**src/rtl/tlc_pkg.sv**
```systemverilog
// Shared lamp encodings, fault codes and monitor state encoding for the
// traffic conflict monitor.
package tlc_pkg;

    localparam logic [2:0] LAMP_RED = 3'b100;
    localparam logic [2:0] LAMP_YEL = 3'b010;
    localparam logic [2:0] LAMP_GRN = 3'b001;

    localparam logic [2:0] FLT_NONE      = 3'b000;
    localparam logic [2:0] FLT_INVALID   = 3'b001;
    localparam logic [2:0] FLT_CONFLICT  = 3'b010;
    localparam logic [2:0] FLT_SHORT_YEL = 3'b011;
    localparam logic [2:0] FLT_STUCK     = 3'b100;

    localparam int FLASH_HALF = 4;

    typedef enum logic {
        MON_MONITOR = 1'b0,
        MON_LATCHED = 1'b1
    } mon_state_e;

    function automatic logic isOneHot(input logic [2:0] code);
        return (code == LAMP_RED) || (code == LAMP_YEL) || (code == LAMP_GRN);
    endfunction

endpackage

```
**src/rtl/tlc_run_counter.sv**
```systemverilog
// Saturating run-length counter: sync reset to 0, restart loads 1 (or 0 when
// not enabled), otherwise counts up while enabled and holds at all-ones.
module tlc_run_counter #(
    parameter int DW = 6
) (
    input  logic          clk_i,
    input  logic          rst_i,
    input  logic          restart_i,
    input  logic          enable_i,
    output logic [DW-1:0] count_o
);

    localparam logic [DW-1:0] CNT_MAX = '1;

    logic [DW-1:0] count_q, count_d;

    always_comb begin
        count_d = count_q;
        if (restart_i) begin
            count_d = enable_i ? DW'(1) : '0;
        end else if (enable_i && (count_q != CNT_MAX)) begin
            count_d = count_q + DW'(1);
        end
    end

    always_ff @(posedge clk_i) begin
        if (rst_i) begin
            count_q <= '0;
        end else begin
            count_q <= count_d;
        end
    end

    assign count_o = count_q;

endmodule

```
**src/rtl/traffic_conflict_monitor.sv**
```systemverilog
// Lamp-side safety checker: latches the first invalid/conflict/short-yellow/stuck
// fault until clear or reset. Define TLC_FLASH_OUT_EN for flashing-red lamp outputs.
module traffic_conflict_monitor
    import tlc_pkg::*;
#(
    parameter int MIN_YELLOW = 3,
    parameter int MAX_DWELL  = 32,
    parameter int DW         = 6
) (
    input  logic          clk,
    input  logic          rst,
    input  logic [2:0]    highway,
    input  logic [2:0]    farmway,
    input  logic          clr,
    output logic          fault,
    output logic [2:0]    fault_code,
    output logic [DW-1:0] hw_yel_cnt
`ifdef TLC_FLASH_OUT_EN
    ,
    output logic [2:0]    hw_lamp,
    output logic [2:0]    fw_lamp
`endif
);

    localparam logic [DW-1:0] MIN_YEL_C  = DW'(MIN_YELLOW);
    localparam logic [DW-1:0] STUCK_AT_C = DW'(MAX_DWELL - 1);

    logic [2:0]    prevHw_q, prevFw_q;
    logic          histValid_q;
    logic [DW-1:0] hwYelCnt, fwYelCnt, dwellCnt;
    mon_state_e    state_q, state_d;
    logic          fault_q, fault_d;
    logic [2:0]    code_q, code_d;
    logic          clearDwell;
    logic          isRest, combChanged;
    logic          invalidDet, conflictDet, shortYelDet, stuckDet, anyFault;
    logic [2:0]    detCode;

    assign isRest      = (highway == LAMP_GRN) && (farmway == LAMP_RED);
    assign combChanged = {highway, farmway} != {prevHw_q, prevFw_q};
    assign invalidDet  = !isOneHot(highway) || !isOneHot(farmway);
    assign conflictDet = (highway != LAMP_RED) && (farmway != LAMP_RED);
    assign shortYelDet = histValid_q &&
        (((prevHw_q == LAMP_YEL) && (highway != LAMP_YEL) && (hwYelCnt < MIN_YEL_C)) ||
         ((prevFw_q == LAMP_YEL) && (farmway != LAMP_YEL) && (fwYelCnt < MIN_YEL_C)));
    // The dwell counter's next value is q+1 when the combination is unchanged.
    assign stuckDet    = histValid_q && !isRest && !combChanged && (dwellCnt >= STUCK_AT_C);
    assign anyFault    = invalidDet || conflictDet || shortYelDet || stuckDet;

    always_comb begin
        detCode = FLT_NONE;
        if (invalidDet) begin
            detCode = FLT_INVALID;
        end else if (conflictDet) begin
            detCode = FLT_CONFLICT;
        end else if (shortYelDet) begin
            detCode = FLT_SHORT_YEL;
        end else if (stuckDet) begin
            detCode = FLT_STUCK;
        end
    end

    tlc_run_counter #(.DW(DW)) u_hw_yel (
        .clk_i     (clk),
        .rst_i     (rst),
        .restart_i (highway != LAMP_YEL),
        .enable_i  (highway == LAMP_YEL),
        .count_o   (hwYelCnt)
    );

    tlc_run_counter #(.DW(DW)) u_fw_yel (
        .clk_i     (clk),
        .rst_i     (rst),
        .restart_i (farmway != LAMP_YEL),
        .enable_i  (farmway == LAMP_YEL),
        .count_o   (fwYelCnt)
    );

    tlc_run_counter #(.DW(DW)) u_dwell (
        .clk_i     (clk),
        .rst_i     (rst || clearDwell),
        .restart_i (!histValid_q || combChanged || isRest),
        .enable_i  (1'b1),
        .count_o   (dwellCnt)
    );

    always_comb begin
        state_d    = state_q;
        fault_d    = fault_q;
        code_d     = code_q;
        clearDwell = 1'b0;
        unique case (state_q)
            MON_MONITOR: begin
                if (anyFault) begin
                    fault_d = 1'b1;
                    code_d  = detCode;
                    state_d = MON_LATCHED;
                end
            end
            MON_LATCHED: begin
                // A violation arriving together with clr re-latches with its own code.
                if (clr && anyFault) begin
                    code_d = detCode;
                end else if (clr) begin
                    fault_d    = 1'b0;
                    code_d     = FLT_NONE;
                    state_d    = MON_MONITOR;
                    clearDwell = 1'b1;
                end
            end
            default: state_d = MON_MONITOR;
        endcase
    end

    always_ff @(posedge clk) begin
        if (rst) begin
            state_q     <= MON_MONITOR;
            fault_q     <= 1'b0;
            code_q      <= FLT_NONE;
            prevHw_q    <= '0;
            prevFw_q    <= '0;
            histValid_q <= 1'b0;
        end else begin
            state_q     <= state_d;
            fault_q     <= fault_d;
            code_q      <= code_d;
            prevHw_q    <= highway;
            prevFw_q    <= farmway;
            histValid_q <= 1'b1;
        end
    end

    assign fault      = fault_q;
    assign fault_code = code_q;
    assign hw_yel_cnt = hwYelCnt;

`ifdef TLC_FLASH_OUT_EN
    localparam logic [1:0] FLASH_LAST = 2'(FLASH_HALF - 1);

    logic [2:0] hwLamp_q, hwLamp_d, fwLamp_q, fwLamp_d;
    logic [1:0] flashCnt_q, flashCnt_d;

    // Flashing red starts lit on the latch edge and toggles every FLASH_HALF cycles.
    always_comb begin
        flashCnt_d = '0;
        hwLamp_d   = highway;
        fwLamp_d   = farmway;
        if (state_d == MON_LATCHED) begin
            if (state_q == MON_MONITOR) begin
                hwLamp_d = LAMP_RED;
                fwLamp_d = LAMP_RED;
            end else if (flashCnt_q == FLASH_LAST) begin
                hwLamp_d = hwLamp_q ^ LAMP_RED;
                fwLamp_d = fwLamp_q ^ LAMP_RED;
            end else begin
                flashCnt_d = flashCnt_q + 2'd1;
                hwLamp_d   = hwLamp_q;
                fwLamp_d   = fwLamp_q;
            end
        end
    end

    always_ff @(posedge clk) begin
        if (rst) begin
            hwLamp_q   <= LAMP_RED;
            fwLamp_q   <= LAMP_RED;
            flashCnt_q <= '0;
        end else begin
            hwLamp_q   <= hwLamp_d;
            fwLamp_q   <= fwLamp_d;
            flashCnt_q <= flashCnt_d;
        end
    end

    assign hw_lamp = hwLamp_q;
    assign fw_lamp = fwLamp_q;
`endif

endmodule

```
**config.mk**
```make
export PLATFORM = sky130hd
export DESIGN_NAME = traffic_conflict_monitor
export DESIGN_NICKNAME = d
export VERILOG_FILES = /design/src/rtl/tlc_pkg.sv /design/src/rtl/tlc_run_counter.sv /design/src/rtl/traffic_conflict_monitor.sv
export SDC_FILE = /design/constraint.sdc
export NUM_CORES = 1
export LEC_CHECK = 0
export ABC_AREA = 1
export BUFFER_PORTS_ARGS = -buffer_cell sky130_fd_sc_hd__buf_4
export CORE_MARGIN = 3
export CORE_UTILIZATION = 43
export CTS_CLUSTER_SIZE = 14
export DETAILED_ROUTE_END_ITERATION = 16
export PLACE_DENSITY_LB_ADDON = 0.15
export SYNTH_ARGS = -nofsm -noshare
export SYNTH_HDL_FRONTEND = slang
export SYNTH_HIERARCHICAL = 1
export SYNTH_SLANG_ARGS = --single-unit
```
**constraint.sdc**
```tcl
create_clock -name clk -period 2.28 [get_ports clk]
set_input_delay 0.114 -clock clk [delete_from_list [all_inputs] [get_ports clk]]
set_output_delay 0.114 -clock clk [all_outputs]
set_load 0.005 [all_outputs]
```
==> flow_metrics.tcl <==
set metrics [dict create \
    status "complete, no violations" \
    dr.pass1.iters 4 \
    grt_pass1_wl_um 6400 \
    crit_chain "nand2_1 > o21ai_0 > nor2_1 > nand2_1 > nor2_2 > nand3_1 > nand2_2 > o21ai_2 > nor2_1 > o21ai_0 > nor2_1" \
    wire_per_inst_um 10.5 \
    dieHeight_um 70.3 \
    irDropWorstVdd_mv 0.342 \
    min_period_over_period_pct 70.4 \
    crit_top_cell "nor2_1" \
    ys_types 24 \
    hold_buffers 0 \
    synthCells 273 \
    synth-seq-area-share_pct 33.7 \
    dieArea_mm2 0.00495 \
    cts_setup_buffers 0 \
    wl_um 3690 \
    ctsResizeCount 0 \
    fin_nets 315 \
    synth_top_area_share_pct 33.7 \
    path_buf_inv 0 \
    rsz0062_at_grt "false" \
    gp_congestion 0.827 \
    clkTransAtPathRegs_ns 0.06 \
    clock-sinks 30 \
    start_kind "register" \
    clock_latency_ns 0.28 \
    maxCapViolCount 0 \
    cp_slowest_cell "dfxtp_1" \
    grt_pass1_vias 1510 \
    period_needed_ns 1.61 \
    die_w_um 70.3 \
    dp_hpwl_um 2780 \
    endpoint_kind "register" \
    gr-total-overflow 0 \
    synth_area_leaders "dfxtp_1 34%, nand2_1 11%, nand3_1 9.0%, nor2_1 8.6%, inv_1 7.4%" \
    syn_area_per_cell_um2 6.52 \
    max_freq_mhz 623 \
    port_buffers 18 \
    synth_area_mm2 0.00178 \
    cts-root-buf "clkbuf_8" \
    setup_viol 0 \
    min_path_type "in -> reg" \
    num_antenna_cells 0 \
    ys_seq_elements 30 \
    mostFrequentLayoutCells "53 x nand2_1, 41 x nor2_1, 35 x inv_1, 32 x nand3_1, 30 x dfxtp_1" \
    final_layout_size_suffix_gt1_share_pct 19.1 \
    antenna_found_initial 0 \
    synth_top_area_cell "dfxtp_1" \
    synth-edff-count 0 \
    cts_tree "yes" \
    crit_required_ns 2.50 \
    p_leak_nw 0.909 \
    fin_skew_ns 0.00547 \
    dp.cells 344 \
    layout_commonest_cell "nand2_1" \
    row_count 22 \
    area_growth_pct 16.3 \
    setup_tns_ns 0 \
    cp.arrival_ns 1.82 \
    io_pins 19 \
    initialDrtViolationCount 85 \
    ant_nets 0 \
    routed-via-count 1691 \
    fin_cells 351 \
    clock_path_buffers 2 \
    htree_levels 2 \
    finalMaxSlewViolations 0 \
    worstPathMaxFanout 4 \
    power_density_mw_per_mm2 514 \
    coreArea_mm2 0.00383 \
    slowest_delay_ns 0.33 \
    hold_ws_ns 0.0972 \
    synth_flop_cell "dfxtp_1" \
    cp_top_family "simple AND/OR/NAND/NOR gates" \
    worstSetupPathType "reg -> reg" \
    cts_buffers 5 \
    fillers 407 \
    finalHoldViolCount 0 \
    async_reset_ff_share_pct 0 \
    via_per_inst 4.82 \
    drc_errors 0 \
    grt_max_degree 17 \
    yosys_warnings 6 \
    track_usage_pct 15.7 \
    initial_utilization_pct 46.5 \
]
routing by layer:
metal | share of wire, % | wire length [um] | track usage [%] | up-vias
met5 | 0 | 0 | 0 | -
met4 | 1.5 | 54 | 6.38 | 0
met3 | 3.1 | 113 | 3.45 | 7
met2 | 45 | 1650 | 25.1 | 22
met1 | 51 | 1870 | 20.4 | 733
li1 | - | - | - | 929
layout make-up:
type,instances,area [um^2],area share (%)
clock buffer,7,76.3,3.69
inverter,40,150,7.25
multi-input combinational,208,1050,50.6
sequential,30,601,29.0
tap,48,60.1,2.90
timing repair buffer,18,135,6.53
Yosys cell counts, drive strengths merged, types with 2 or more instances:
master,n
nand3,36
a21oi,21
o22ai,2
xor2,3
o21ai,12
ha,3
nand2,64
dfxtp,30
inv,40
nand4,6
o21bai,4
nor2,47
cells by family after synthesis:
group / count (synthesis) / synth area share (%)
XOR/XNOR: 3 / 1.48
AND/OR/NAND/NOR: 156 / 40.5
buffers and inverters: 41 / 8.64
flip-flops: 30 / 33.7
adder cells (fa/ha/maj): 3 / 2.11
AO/OA/AOI/OAI: 39 / 13.4
other: 1 / 0.211
sequential cells by signal (all words and copies together), names as in the netlist:
name              flops
prevFw_q              3
u_dwell/count_o       6
fault_code            3
u_hw_yel/count_o      6
histValid_q           1
state_q               1
u_fw_yel/count_o      6
prevHw_q              3
fault                 1
worst register-to-register path, delay by kind of cell (launching register included):
| family | cells | cell delay [ns] |
|---|---|---|
| and+or+nand+nor | 8 | 0.89 |
| AOI/OAI and AO/OA | 3 | 0.33 |
| DFF | 1 | 0.33 |
report_power, final:
part           total, mW  switching [mW]  internal (mW)
Clock              0.402           0.192          0.210
Sequential         0.550          0.0108          0.539
Combinational      0.113          0.0690         0.0443
final timing paths:
path / slack (ns) / cells after the start / startpoint / endpoint
min: 0.1 / 3 / highway[0] / prevHw_q[0]
max reg2reg: 0.67 / 11 / prevFw_q[1] / u_dwell/count_o[1]
max: 0.67 / 11 / prevFw_q[1] / u_dwell/count_o[1]
min reg2reg: 0.48 / 2 / fault / fault
metrics by stage:
| stage | util, % | instance area (um^2) | power, mW | setup slack [ns] |
|---|---|---|---|---|
| 3_5_place_dp | 52.1 | 1990 | 0.674 | 0.599 |
| 4_1_cts | 54.1 | 2070 | 1.07 | 0.681 |
| 2_1_floorplan | - | 1800 | 0.633 | 0.892 |
| 6_report | 54.1 | 2070 | 1.06 | 0.675 |
| 5_1_grt | 54.1 | 2070 | 1.11 | 0.439 |
| 3_3_place_gp | 52.1 | 1990 | 0.674 | 0.629 |
Note: power is estimated with default switching activity, not from simulation.
